`src/rtl/pipe_skid_reg.sv`:
```
// Two-entry elastic pipeline register (main + skid) with valid/ready on both sides.
// All outputs come straight from registers, so out_ready never reaches in_ready combinationally.
module pipe_skid_reg #(
   parameter int N = 32
) (
   input  logic         clk,
   input  logic         rst,
   input  logic         flush,
   input  logic         in_valid,
   output logic         in_ready,
   input  logic [N-1:0] in_data,
   output logic         out_valid,
   input  logic         out_ready,
   output logic [N-1:0] out_data,
   output logic [1:0]   occupancy
);

   typedef enum logic [1:0] {
      EMPTY = 2'd0,
      ONE   = 2'd1,
      FULL  = 2'd2
   } state_t;

   state_t       state, state_nxt;
   logic [N-1:0] main_q, skid_q;
   logic         in_fire, out_fire;
   logic         load_main_in, load_main_skid, load_skid;

   // The state encoding equals the entry count, so occupancy is the state itself.
   assign in_ready  = (state != FULL);
   assign out_valid = (state != EMPTY);
   assign out_data  = main_q;
   assign occupancy = state;

   assign in_fire  = in_valid & in_ready;
   assign out_fire = out_valid & out_ready;

   // NOTE: every always_comb output gets a default first so no path infers a latch.
   always_comb begin
      state_nxt      = state;
      load_main_in   = 1'b0;
      load_main_skid = 1'b0;
      load_skid      = 1'b0;
      if (flush) begin
         state_nxt = EMPTY;
      end else begin
         case (state)
            EMPTY: begin
               if (in_fire) begin
                  state_nxt    = ONE;
                  load_main_in = 1'b1;
               end
            end
            ONE: begin
               if (in_fire && out_fire) begin
                  load_main_in = 1'b1;
               end else if (in_fire) begin
                  state_nxt = FULL;
                  load_skid = 1'b1;
               end else if (out_fire) begin
                  state_nxt = EMPTY;
               end
            end
            FULL: begin
               if (out_fire) begin
                  state_nxt      = ONE;
                  load_main_skid = 1'b1;
               end
            end
            default: state_nxt = EMPTY;
         endcase
      end
   end

   // NOTE: sequential state uses non-blocking assignments so every flop samples pre-edge values.
   always_ff @(posedge clk) begin
      if (!rst) begin
         state <= EMPTY;
      end else begin
         state <= state_nxt;
      end
   end

   // Payload registers are reset too, so out_data reads zero after reset.
   always_ff @(posedge clk) begin
      if (!rst) begin
         main_q <= '0;
         skid_q <= '0;
      end else begin
         if (load_main_in) begin
            main_q <= in_data;
         end else if (load_main_skid) begin
            main_q <= skid_q;
         end
         if (load_skid) begin
            skid_q <= in_data;
         end
      end
   end

endmodule

```
`config.mk`:
```
export PLATFORM = sky130hd
export DESIGN_NAME = pipe_skid_reg
export DESIGN_NICKNAME = d
export VERILOG_FILES = /design/src/rtl/pipe_skid_reg.sv
export SDC_FILE = /design/constraint.sdc
export NUM_CORES = 1
export LEC_CHECK = 0
export ABC_CLOCK_PERIOD_IN_PS = 2300
export BUFFER_PORTS_ARGS = -buffer_cell sky130_fd_sc_hd__buf_4
export CAP_MARGIN = 20
export CORE_ASPECT_RATIO = 0.7
export CORE_MARGIN = 4
export CORE_UTILIZATION = 57
export DETAILED_ROUTE_END_ITERATION = 10
export PLACE_DENSITY = 0.84
export SETUP_SLACK_MARGIN = 0.3
export SLEW_MARGIN = 20
export SYNTH_ARGS = -nofsm -noshare
export SYNTH_HDL_FRONTEND = slang
export SYNTH_SLANG_ARGS = --single-unit
```
`constraint.sdc`:
```
create_clock -name clk -period 2.3 [get_ports clk]
set_clock_uncertainty 0.1 [all_clocks]
set_input_delay 0.46 -clock clk [delete_from_list [all_inputs] [get_ports clk]]
set_output_delay 0.46 -clock clk [all_outputs]
set_load 0.005 [all_outputs]
```
==> key figures <==
Status
  – Outcome: finished, final reports clean

Worst hold path
  – Hold-critical path depth: 2
  – Hold Crit Class: in2reg
  – Worst Min Path Start: out_ready

Clocking
  – Htree depth: 3
  – Deepest clock path buffer count: 2
  – Clock Pin Slew Worst Setup and Hold Paths: around 0.070 ns
  – CTS tree: done
  – Clk Latency, worst-skew pair: 0.35 ns
  – Clk sinks: 66
  – Post-CTS Hold Buffers: 0
  – CTS Buf Count: 9
  – Resize count post-CTS: 0
  – Root Driver: clkbuf_8
  – Postcts setup bufs: 0

Critical path
  – Worst r2r dst: out_data[26]
  – CP cell instances: or2b_1, buf_4
  – Required time of the critical path: 1.74 ns
  – Crit path max-delay cell type: dfxtp_1
  – Crit. End Element: output pin
  – Critical Path End: in_ready
  – Reg2reg path depth: 4
  – Flop-to-flop setup slack: 0.53 ns
  – Worst-path maximum fanout: 10
  – Nature of the critical path startpoint: flip-flop
  – Slowest stage delay, CP: 0.54 ns
  – Beginning of the critical path: occupancy[1]
  – WP data arrival: between 1 and 1.5 ns
  – Critical path class: reg2out
  – Worst flop-to-flop path startpoint: occupancy[1]

Finish
  – Util after Layout: roughly three quarters
  – Multi-input logic area: 0.001460 mm2
  – Post-layout nets: 440
  – Post-layout instance area: 0.003742 mm2
  – Area grow syn2layout: 24.94%
  – Reg area: 0.001321 mm2
  – Share of layout cells above drive strength 1: 28.43%
  – Antenna cells: 0
  – Number of fillers in the final layout: 392

STA
  – RSZ-0062 raised after global routing: no
  – Final Hold Viols: 0
  – Max Freq: 532.1 MHz
  – Max Slew Vio Count: 0
  – Fin crit share: 81.71%
  – Crit path time final: 1.879 ns
  – Slew HR: 67.75%
  – Count of final setup violators: 0
  – Worst slew pin tran: 0.4837 ns
  – Setup TNS: 0 ns

Floorplanning
  – Die width: 94.65 um
  – Full die area: 0.006497 mm2
  – Die Span Y: 68.65 um
  – IO Count: 73
  – Core Region: 0.004940 mm2
  – Initial Utilization: 60.64%
  – # rows: 21

Power and ir drop
  – Comb pwr share: 12.2%
  – Sw frac: 24.07%
  – PwrDens: 698.3 mW/mm2
  – Internal power: about 2000 uW
  – Sequential Power Share: 46.5%
  – Static Leak: 0.001384 uW
  – Clock share of power: roughly two fifths
  – P_sw: 629.0 uW
  – Worst vdd ir: about 0.47 mV

Placement
  – Area after DPL: 0.003523 mm2
  – Port buffer count: 72
  – HPWL after detailed placement: roughly 4700 um
  – RD Place Congestion: 0.8093

Routing
  – DRT iter0 DRCs: 268
  – DR vias: 2823
  – Routed Antenna Nets: 0
  – First-pass iteration count of the detailed router: 5
  – Routed WL per cell: 16.15 um
  – # DRC: 0
  – Vias/cell: 5.918
  – Total wire length: ~7700 um

Logic synthesis
  – Yosys top cell area share: 44.11%
  – #FFs+latches synth: between 60 and 70
  – Syn_area_per_cell: 8.632 um2
  – Seq/Total Area, Yosys: 44.11%
  – Biggest area consumer among synthesized cells: dfxtp_1
  – Asr flop ratio synth: 0%
  – Synth Instances: 347
  – Mapped Nets: 384
  – Post-synth EDFFs: 0
  – Yosys cell types: 32
  – Top cells by area, synth: dfxtp_1, nand2_1, a31oi_1
  – Top_reg_cell synth: dfxtp_1
  – Synth Cell Area: 0.002995 mm2
  – Ys Warns: 0

GRT
  – Largest net degree at the start of global routing: 65
  – Grt ovf: 0
  – Vias in the first global route: 2744
  – Global-route wire length before repair: 12640 um
  – Gr usage total: 25.16%
  – Initial antenna violation count: 0

Job
  – Max Cap Viol: 0
==> how the worst min path moves through the flow <==
stage / to / slack, ns
after floorplan: out_data[27] / 0.34
after global placement: out_data[11] / 0.35
after detailed placement: out_data[23] / 0.35
after CTS: occupancy[1] / 0.24
after global routing: occupancy[1] / 0.25
final: occupancy[1] / 0.25
==> metal layers <==
metal,global-route usage (%),vias to the layer above,share of wire [%]
met5,0,-,0
met4,10.97,0,1.3
met3,8.568,12,7.9
met2,41.09,106,46
met1,30.53,1342,44
li1,-,1363,-
==> power groups by stage <==
stage	combinational (uW)	sequential (uW)	clock, uW
2_1_floorplan	159	1240	0
3_5_place_dp	317	1240	0
5_1_grt	347	1220	1140
4_1_cts	319	1220	1090
6_report	319	1220	1080
3_3_place_gp	310	1240	0
==> critical path: cells and delay by family, from the launching register on <==
kind,cells,cell delay (ns)
DFF,1,0.54
buffers and inverters,1,0.14
and+or+nand+nor,1,0.29
==> per-stage QoR <==
step	power, uW	std cells	hold slack (ns)	setup slack [ns]
after global placement	1550	461	0.3505	0.4965
after detailed placement	1558	461	0.3545	0.4555
after global routing	2706	477	0.2454	0.3619
after floorplan	1398	347	0.3434	0.7474
final	2613	477	0.2510	0.4207
after CTS	2629	477	0.2397	0.4187
==> sequential cells by signal, indices dropped and copies added, names as in the netlist <==
name,count
out_data,32
skid_q,32
occupancy,2
==> layout by cell type, fill, tap and decap left out <==
cell         n
buf_4       82
nand2_1     66
dfxtp_1     66
a31oi_1     32
nand3_1     32
a21boi_1    22
o31ai_1     22
o21ai_1     20
o21ai_0     12
a21boi_0    10
clkbuf_8    10
o31ai_2      8
nand2b_1     2
or3b_2       2
o31ai_4      2
bufinv_16    2
clkinv_2     2
buf_12       2
or2_2        1
or2b_1       1
nor3b_4      1
and4bb_2     1
nand4bb_1    1
nor2b_4      1
a21oi_1      1
mux2i_1      1
nor2_1       1
o21ba_2      1
nand3b_1     1
a211oi_1     1
clkinvlp_4   1
clkbuf_1     1
==> logic make-up (layout without fill, tap and decap cells) <==
family          after synthesis  in the layout  synth area share, %
flops                        66             66                44.11
simple gates                110            110                16.88
mux                           1              1               0.3342
compound gates              131            131                31.08
buf+inv                      39            100                7.602
==> cell usage after synthesis (all sizes together) (2+ instances only) <==
library cell / n
dfxtp: 66
clkbuf: 17
a21boi: 32
o31ai: 32
o21ai: 32
a31oi: 32
nand2: 66
nand3: 32
or3b: 2
buf: 22
nand2b: 2
==> cell type report <==
class	count	share of cell area (%)
clock buffers	11	3.778
multi-input cells	242	39.02
repair buffers	84	17.52
clock inverters	5	2.073
well taps	69	2.307
flip-flops and latches	66	35.31
Note: power is estimated with default switching activity, not from simulation.
